## src/rtl/ift_sram_pkg.sv

```systemverilog
// -----------------------------------------------------------------------------
// ift_sram_pkg
// Shared types and helpers for the taint-tracking SRAM request adapter.
//   PKG_WIDTH     : data width the response entry type is built for
//   rsp_entry_t   : one queued response (read data, its taint, valid taint)
//   be_to_bitmask : expands a byte-enable vector to a per-bit mask
// -----------------------------------------------------------------------------
package ift_sram_pkg;

    localparam int unsigned PKG_WIDTH = 32;

    typedef struct packed {
        logic [PKG_WIDTH-1:0] rdata;
        logic [PKG_WIDTH-1:0] rdata_taint;
        logic                 vtaint;
    } rsp_entry_t;

    // Byte b of the enable vector drives bits 8b+7:8b of the mask.
    function automatic logic [PKG_WIDTH-1:0] be_to_bitmask(input logic [PKG_WIDTH/8-1:0] be);
        logic [PKG_WIDTH-1:0] mask;
        mask = '0;
        for (int b = 0; b < PKG_WIDTH / 8; b++) begin
            mask[8*b +: 8] = {8{be[b]}};
        end
        return mask;
    endfunction

endpackage

```

## src/rtl/ift_rsp_fifo.sv

```systemverilog
// -----------------------------------------------------------------------------
// ift_rsp_fifo
// Fall-through FIFO of rsp_entry_t. When empty, a pushed entry is presented on
// the output in the same cycle; if it is also popped in that cycle it is never
// stored. Simultaneous push and pop while full is legal.
// Ports:
//   clk_i, rst_i   clock, synchronous active-high reset
//   push_i         write push_data_i this cycle
//   push_data_i    entry to enqueue
//   pop_i          consume the entry on out_data_o (only meaningful when valid)
//   out_valid_o    an entry is available (stored head or fall-through)
//   out_data_o     head entry
//   count_o        number of stored entries (excludes a fall-through entry)
// -----------------------------------------------------------------------------
module ift_rsp_fifo
    import ift_sram_pkg::*;
#(
    parameter  int unsigned Depth = 2,
    localparam int unsigned CntW  = $clog2(Depth + 1),
    localparam int unsigned PtrW  = (Depth > 1) ? $clog2(Depth) : 1
) (
    input  logic            clk_i,
    input  logic            rst_i,
    input  logic            push_i,
    input  rsp_entry_t      push_data_i,
    input  logic            pop_i,
    output logic            out_valid_o,
    output rsp_entry_t      out_data_o,
    output logic [CntW-1:0] count_o
);

    rsp_entry_t      r_mem [Depth];
    logic [PtrW-1:0] r_rd_ptr;
    logic [PtrW-1:0] r_wr_ptr;
    logic [CntW-1:0] r_count;

    logic w_empty;
    logic w_bypass;
    logic w_store;
    logic w_take;

    // Pointers wrap at Depth, which need not be a power of two.
    function automatic logic [PtrW-1:0] ptr_inc(input logic [PtrW-1:0] p);
        return (p == PtrW'(Depth - 1)) ? '0 : p + 1'b1;
    endfunction

    assign w_empty  = (r_count == '0);
    // Entry handed straight to the consumer without touching storage.
    assign w_bypass = w_empty & push_i & pop_i;
    assign w_store  = push_i & ~w_bypass;
    assign w_take   = pop_i & ~w_empty;

    assign out_valid_o = ~w_empty | push_i;
    assign out_data_o  = w_empty ? push_data_i : r_mem[r_rd_ptr];
    assign count_o     = r_count;

    // Storage has no reset: contents are only observable through r_count.
    always_ff @(posedge clk_i) begin
        if (w_store) begin
            r_mem[r_wr_ptr] <= push_data_i;
        end
    end

    always_ff @(posedge clk_i) begin
        if (rst_i) begin
            r_rd_ptr <= '0;
            r_wr_ptr <= '0;
            r_count  <= '0;
        end else begin
            if (w_store) begin
                r_wr_ptr <= ptr_inc(r_wr_ptr);
            end
            if (w_take) begin
                r_rd_ptr <= ptr_inc(r_rd_ptr);
            end
            if (w_store && !w_take) begin
                r_count <= r_count + 1'b1;
            end else if (!w_store && w_take) begin
                r_count <= r_count - 1'b1;
            end

            assert (r_count <= CntW'(Depth))
                else $error("ift_rsp_fifo: count exceeds depth");
            assert (!(w_store && !w_take && (r_count == CntW'(Depth))))
                else $error("ift_rsp_fifo: push into full FIFO without pop");
        end
    end

endmodule

```

## src/rtl/ift_sram_req_adapter.sv

```systemverilog
// -----------------------------------------------------------------------------
// ift_sram_req_adapter
// Valid/ready front-end for the taint-tracking SRAM. Requests are forwarded to
// the SRAM port in the handshake cycle; every request produces exactly one
// in-order response, delivered through a small fall-through response FIFO.
// Taints travel conservatively alongside data.
// Ports:
//   clk_i, rst_i                        clock, synchronous active-high reset
//   req_valid_i / req_ready_o           request handshake
//   req_we_i, req_addr_i, req_wdata_i   write flag, word address, write data
//   req_be_i                            byte enables (writes only)
//   req_*_i_taint                       taints of the request fields
//   rsp_valid_o / rsp_ready_i           response handshake
//   rsp_rdata_o                         read data, zero for write acks
//   rsp_valid_o_taint, rsp_rdata_o_taint taints of the response
//   sram_req_o .. sram_wmask_o          SRAM command port
//   sram_rdata_i                        SRAM read data, one cycle after request
//   sram_*_o_taint, sram_rdata_i_taint  taints of the SRAM port
// -----------------------------------------------------------------------------
module ift_sram_req_adapter
    import ift_sram_pkg::*;
#(
    parameter int unsigned Width     = 32,
    parameter int unsigned Aw        = 15,
    parameter int unsigned NumTaints = 1,
    parameter int unsigned RspDepth  = 2
) (
    input  logic                                 clk_i,
    input  logic                                 rst_i,

    input  logic                                 req_valid_i,
    output logic                                 req_ready_o,
    input  logic                                 req_we_i,
    input  logic [Aw-1:0]                        req_addr_i,
    input  logic [Width-1:0]                     req_wdata_i,
    input  logic [Width/8-1:0]                   req_be_i,
    input  logic [NumTaints-1:0]                 req_valid_i_taint,
    input  logic [NumTaints-1:0]                 req_we_i_taint,
    input  logic [NumTaints-1:0][Aw-1:0]         req_addr_i_taint,
    input  logic [NumTaints-1:0][Width-1:0]      req_wdata_i_taint,
    input  logic [NumTaints-1:0][Width/8-1:0]    req_be_i_taint,

    output logic                                 rsp_valid_o,
    input  logic                                 rsp_ready_i,
    output logic [Width-1:0]                     rsp_rdata_o,
    output logic [NumTaints-1:0]                 rsp_valid_o_taint,
    output logic [NumTaints-1:0][Width-1:0]      rsp_rdata_o_taint,

    output logic                                 sram_req_o,
    output logic                                 sram_write_o,
    output logic [Aw-1:0]                        sram_addr_o,
    output logic [Width-1:0]                     sram_wdata_o,
    output logic [Width-1:0]                     sram_wmask_o,
    input  logic [Width-1:0]                     sram_rdata_i,
    output logic [NumTaints-1:0]                 sram_req_o_taint,
    output logic [NumTaints-1:0]                 sram_write_o_taint,
    output logic [NumTaints-1:0][Aw-1:0]         sram_addr_o_taint,
    output logic [NumTaints-1:0][Width-1:0]      sram_wdata_o_taint,
    output logic [NumTaints-1:0][Width-1:0]      sram_wmask_o_taint,
    input  logic [NumTaints-1:0][Width-1:0]      sram_rdata_i_taint
);

    localparam int unsigned CntW = $clog2(RspDepth + 1);

    // Unsupported configurations stop elaboration.
    if (NumTaints != 1) begin : g_bad_num_taints
        $error("ift_sram_req_adapter: only NumTaints == 1 is supported");
    end
    if (Width != PKG_WIDTH) begin : g_bad_width
        $error("ift_sram_req_adapter: Width must match ift_sram_pkg::PKG_WIDTH");
    end
    if (RspDepth < 2) begin : g_bad_depth
        $error("ift_sram_req_adapter: RspDepth must be at least 2");
    end

    // The request accepted last cycle: its response is produced this cycle.
    logic r_inflight;
    logic r_infl_we;
    logic r_infl_we_taint;
    logic r_infl_vtaint;

    logic            w_handshake;
    logic            w_credit_ok;
    logic            w_push;
    logic            w_pop;
    logic            w_fifo_valid;
    rsp_entry_t      w_push_entry;
    rsp_entry_t      w_head;
    logic [CntW-1:0] w_fifo_count;

    // Credits are counted from registered state only (stored entries plus the
    // one response being produced), so rsp_ready_i never reaches req_ready_o.
    assign w_credit_ok = (32'(w_fifo_count) + 32'(r_inflight)) < RspDepth;
    assign req_ready_o = ~rst_i & w_credit_ok;
    assign w_handshake = req_valid_i & req_ready_o;

    assign sram_req_o   = w_handshake;
    assign sram_write_o = req_we_i;
    assign sram_addr_o  = req_addr_i;
    assign sram_wdata_o = req_wdata_i;
    assign sram_wmask_o = req_we_i ? be_to_bitmask(req_be_i) : '0;

    // Request-path taints are forced low while in reset.
    genvar gi;
    for (gi = 0; gi < NumTaints; gi++) begin : g_req_taint
        assign sram_req_o_taint[gi]   = req_valid_i_taint[gi] & req_ready_o;
        assign sram_write_o_taint[gi] = req_we_i_taint[gi] & ~rst_i;
        assign sram_addr_o_taint[gi]  = rst_i ? '0 : req_addr_i_taint[gi];
        assign sram_wdata_o_taint[gi] = rst_i ? '0 : req_wdata_i_taint[gi];
        // A tainted write flag may or may not have written anything: taint the
        // whole mask.
        assign sram_wmask_o_taint[gi] = rst_i ? '0 :
            (be_to_bitmask(req_be_i_taint[gi]) | {Width{req_we_i_taint[gi]}});
    end

    always_ff @(posedge clk_i) begin
        if (rst_i) begin
            r_inflight      <= 1'b0;
            r_infl_we       <= 1'b0;
            r_infl_we_taint <= 1'b0;
            r_infl_vtaint   <= 1'b0;
        end else begin
            r_inflight <= w_handshake;
            if (w_handshake) begin
                r_infl_we       <= req_we_i;
                r_infl_we_taint <= req_we_i_taint[0];
                r_infl_vtaint   <= req_valid_i_taint[0] | req_we_i_taint[0];
            end
        end
    end

    // Reads and writes both enter the FIFO one cycle after acceptance, so there
    // is at most one push per cycle and responses stay in request order. Write
    // acks therefore appear at T+1 just like read data.
    always_comb begin
        w_push_entry             = '0;
        w_push_entry.vtaint      = r_infl_vtaint;
        w_push_entry.rdata       = r_infl_we ? '0 : sram_rdata_i;
        w_push_entry.rdata_taint = (r_infl_we ? '0 : sram_rdata_i_taint[0])
                                 | {PKG_WIDTH{r_infl_we_taint}};
    end

    assign w_push = r_inflight & ~rst_i;
    assign w_pop  = rsp_valid_o & rsp_ready_i;

    ift_rsp_fifo #(
        .Depth (RspDepth)
    ) u_rsp_fifo (
        .clk_i       (clk_i),
        .rst_i       (rst_i),
        .push_i      (w_push),
        .push_data_i (w_push_entry),
        .pop_i       (w_pop),
        .out_valid_o (w_fifo_valid),
        .out_data_o  (w_head),
        .count_o     (w_fifo_count)
    );

    // Outputs read zero whenever no response is offered.
    assign rsp_valid_o          = ~rst_i & w_fifo_valid;
    assign rsp_rdata_o          = rsp_valid_o ? w_head.rdata : '0;
    assign rsp_valid_o_taint[0] = rsp_valid_o & w_head.vtaint;
    assign rsp_rdata_o_taint[0] = rsp_valid_o ? w_head.rdata_taint : '0;

endmodule

```

## config.mk

```make
export PLATFORM = sky130hd
export DESIGN_NAME = ift_sram_req_adapter
export DESIGN_NICKNAME = d
export VERILOG_FILES = /design/src/rtl/ift_sram_pkg.sv /design/src/rtl/ift_rsp_fifo.sv /design/src/rtl/ift_sram_req_adapter.sv
export SDC_FILE = /design/constraint.sdc
export NUM_CORES = 1
export LEC_CHECK = 0
export CAP_MARGIN = 20
export CORE_AREA = 3 3 156 158
export CTS_BUF_LIST = sky130_fd_sc_hd__clkbuf_8
export CTS_CLUSTER_DIAMETER = 150
export CTS_CLUSTER_SIZE = 20
export DETAILED_ROUTE_END_ITERATION = 8
export DIE_AREA = 0 0 159 161
export PLACE_DENSITY = 0.78
export SYNTH_ARGS = -nofsm -noshare
export SYNTH_HDL_FRONTEND = slang
export SYNTH_SLANG_ARGS = --single-unit
```

## constraint.sdc

```tcl
create_clock -name clk_i -period 17.1 [get_ports clk_i]
set_input_delay 3.42 -clock clk_i [delete_from_list [all_inputs] [get_ports clk_i]]
set_output_delay 3.42 -clock clk_i [all_outputs]
set_load 0.02 [all_outputs]
```

==> run summary <==
Placeable Area: 0.0233 sq mm
Buf/Inv on CP: 4
Clk buf depth: 2
Pwr dens: 84.3 mW/mm^2
Crit path kind: primary input to primary output
RD Place Congestion: 0.712
Post-route cell area: 0.0106 sq mm
Min Clock Period, post-route: 9140 ps
FMAX: 109 MHz
FP Rows: 56
Synth Area in XOR/XNOR: 0.340%
Max_cap viols: 0
CTS root buf: clkbuf_8
Slew HR: 38.0%
Slew Viols, Final: 0
Vias in the first global route: 5561
Skew-Pair Late Insertion Delay: 430 ps
Critical Path Stages: 6
Synth Area in Simple Gates: 10.1%
Reg clk slew, reported paths: 70 ps
Fin cells: 1163
Syn_area_per_cell: 11.8 sq um
Peak supply drop: 0.0000422 V
Setup violators final: 0
CP cell instances: buf_2 -> buf_4 -> o21bai_4 -> buf_4 -> a211oi_1 -> clkdlybuf4s50_1
Inserted Clock Buffers: 17
Placement Cell Area: 0.0102 sq mm
Actual slew at the worst max-slew pin: 929 ps
Most frequent cells in the layout: 306 x clkdlybuf4s50_1, 130 x edfxtp_1, 92 x a211oi_1
Die area: 0.0256 sq mm
Req. time, crit path: 13680 ps
Critical path startpoint category: primary input
I/O pin cnt: 402
Hold buffers post-CTS: 0
Combinational family with the most area after synthesis: compound AO/OA/AOI/OAI gates
Final period utilization: 53.4%
RSZ-0062 raised after global routing: no
Status: completed
Sequential share of the synthesized area: 52.9%
Overall Power: 0.891 mW
#FFs+latches synth: 139
Input/output buffers: 307
Cell at the slowest stage of the critical path: buf_4
P_leak: 3.51 nW
CP arrival: 5720 ps
Setup Skew: 19.3 ps
Adder-cell share of the synthesized area: 0.162%
CP dominant cell by count: buf_4
H-Tree Depth: 4
Total gr overflow: 0
TNS Setup: 0 ps
DR pass1 iterations: 4
Dpl hpwl: 13.1 mm
Hold Path Depth: 2
Final ANT Viol Nets: 0
Wire per inst: 16.7 um
First-pass GRT wire length: 29.9 mm
Delay-heaviest family, CP: buffers and inverters
Initial antenna violation count: 1
Residual DRC: 0
Chip height: 161 um
Final WL: 19.4 mm
Crit end category: primary output
Routed vias/inst: 4.69
CTS tree: done
Syn nets: 828
CTS resizes: 0
Mux cell area share after synthesis: 8.58%
GRT Total Usage: 14.5%
Initial Util: 33.2%
DIE WIDTH: 159 um
Clock Sinks: 139
Final hold vios: 0
Worst Reg-to-Reg Cells: 4
Routed vias: 5452
Synthesized instance count: 654
Most common cell after layout, fill and taps aside: clkdlybuf4s50_1
Post-Syn Area: 0.00772 sq mm
Setup bufs post-CTS: 0
Fraction of layout cells with a size suffix above 1: 6.05%
Post-Route Utilization: 45.4%
Iteration-0 DRC Markers: 388
Ys Warns: 0
Placed cell count: 1132
Final nets: 1006
Library cells used by synthesis: 32
Layout area overhead: 36.9%
Pin count of the biggest net entering global routing: 87
Synth Area in Compound Gates: 14.0%
Hold Path Class: flop to flop
Crit path max fanout: 67
Delay of the slowest critical-path stage: 680 ps
-- per-stage QoR --
step / hold WS [ps] / setup slack [ps]
5_1_grt: 522 / 7780
3_3_place_gp: 485 / 7940
2_1_floorplan: 449 / 7910
4_1_cts: 506 / 7900
3_5_place_dp: 487 / 7900
6_report: 507 / 7960
-- kinds of logic (layout without fill, tap and decap cells) --
family,Yosys count,count (layout)
AOI/OAI and AO/OA,140,140
xor gates and xnor gates,3,3
adders and majority gates,1,1
buffers and inverters,161,350
DFF,139,139
muxes,66,66
other,0,1
and+or+nand+nor,144,144
-- worst register-to-register path, stage by stage (launching register included) --
cell	delay, ps
dfxtp_1	450
or2_4	510
o21ai_2	180
nor3b_2	180
buf_4	740
-- registers in the layout, summed over array words and instances, names as in the netlist, named ones only --
name,count
u_rsp_fifo.r_mem,130
u_rsp_fifo.count_o,2
r_infl_we_taint,1
r_infl_we,1
u_rsp_fifo.r_rd_ptr,1
r_infl_vtaint,1
r_inflight,1
u_rsp_fifo.r_wr_ptr,1
-- routing by layer --
metal	wire length, um	vias to the layer above	global-route usage, %	share of wire, %
li1	-	2641	-	-
met4	232	0	4.85	1.2
met2	10500	204	26.9	54
met1	7670	2584	16.5	39
met3	992	23	3.41	5.1
met5	0	-	0	0
-- final timing paths --
kind	endpoint	start	slack (ps)
max	rsp_rdata_o_taint[29]	rst_i	7960
min	u_rsp_fifo.r_rd_ptr$_SDFFE_PP0P_	u_rsp_fifo.r_rd_ptr$_SDFFE_PP0P_	510
min reg2reg	u_rsp_fifo.r_rd_ptr$_SDFFE_PP0P_	u_rsp_fifo.r_rd_ptr$_SDFFE_PP0P_	510
max reg2reg	u_rsp_fifo.r_mem[1][57]$_DFFE_PP_	u_rsp_fifo.count_o[0]$_SDFFE_PP0P_	14630
-- power breakdown --
| part | leakage [nW] | switching [mW] | internal, mW |
|---|---|---|---|
| Sequential | 1.25 | 0.00728 | 0.385 |
| Clock | 0.189 | 0.115 | 0.124 |
| Combinational | 2.07 | 0.139 | 0.120 |
-- cell usage after synthesis, drive strengths merged --
cell type  number  share of area [%]
a211oi         99                 10
a21o           32                3.1
a21oi           3               0.19
a31o            1               0.11
and2            7               0.57
buf           140                 13
clkbuf         17               0.83
dfxtp           9                2.3
edfxtp        130                 51
ha              1               0.16
inv             4               0.19
mux2            1               0.15
mux2i          65                8.4
nand2           1              0.049
nand2b          1              0.081
nand3           1              0.065
nand4           1              0.081
nor2           47                2.3
nor2b          81                6.6
nor3            1              0.065
nor3b           1              0.097
o21ai           4               0.31
o21bai          1               0.15
or2             2               0.16
or3             1              0.081
xor2            3               0.34
-- final cells by class --
cell class / instances / area, sq um
fillers: 2152 / 12700
repair buffers: 316 / 3140
clock inverters: 13 / 114
diodes: 1 / 2.50
well taps: 319 / 399
flip-flops and latches: 139 / 4090
multi-input cells: 354 / 2580
clock buffers: 17 / 234
inverters: 4 / 15.0
No activity file was read; power rests on OpenSTA's default activity.
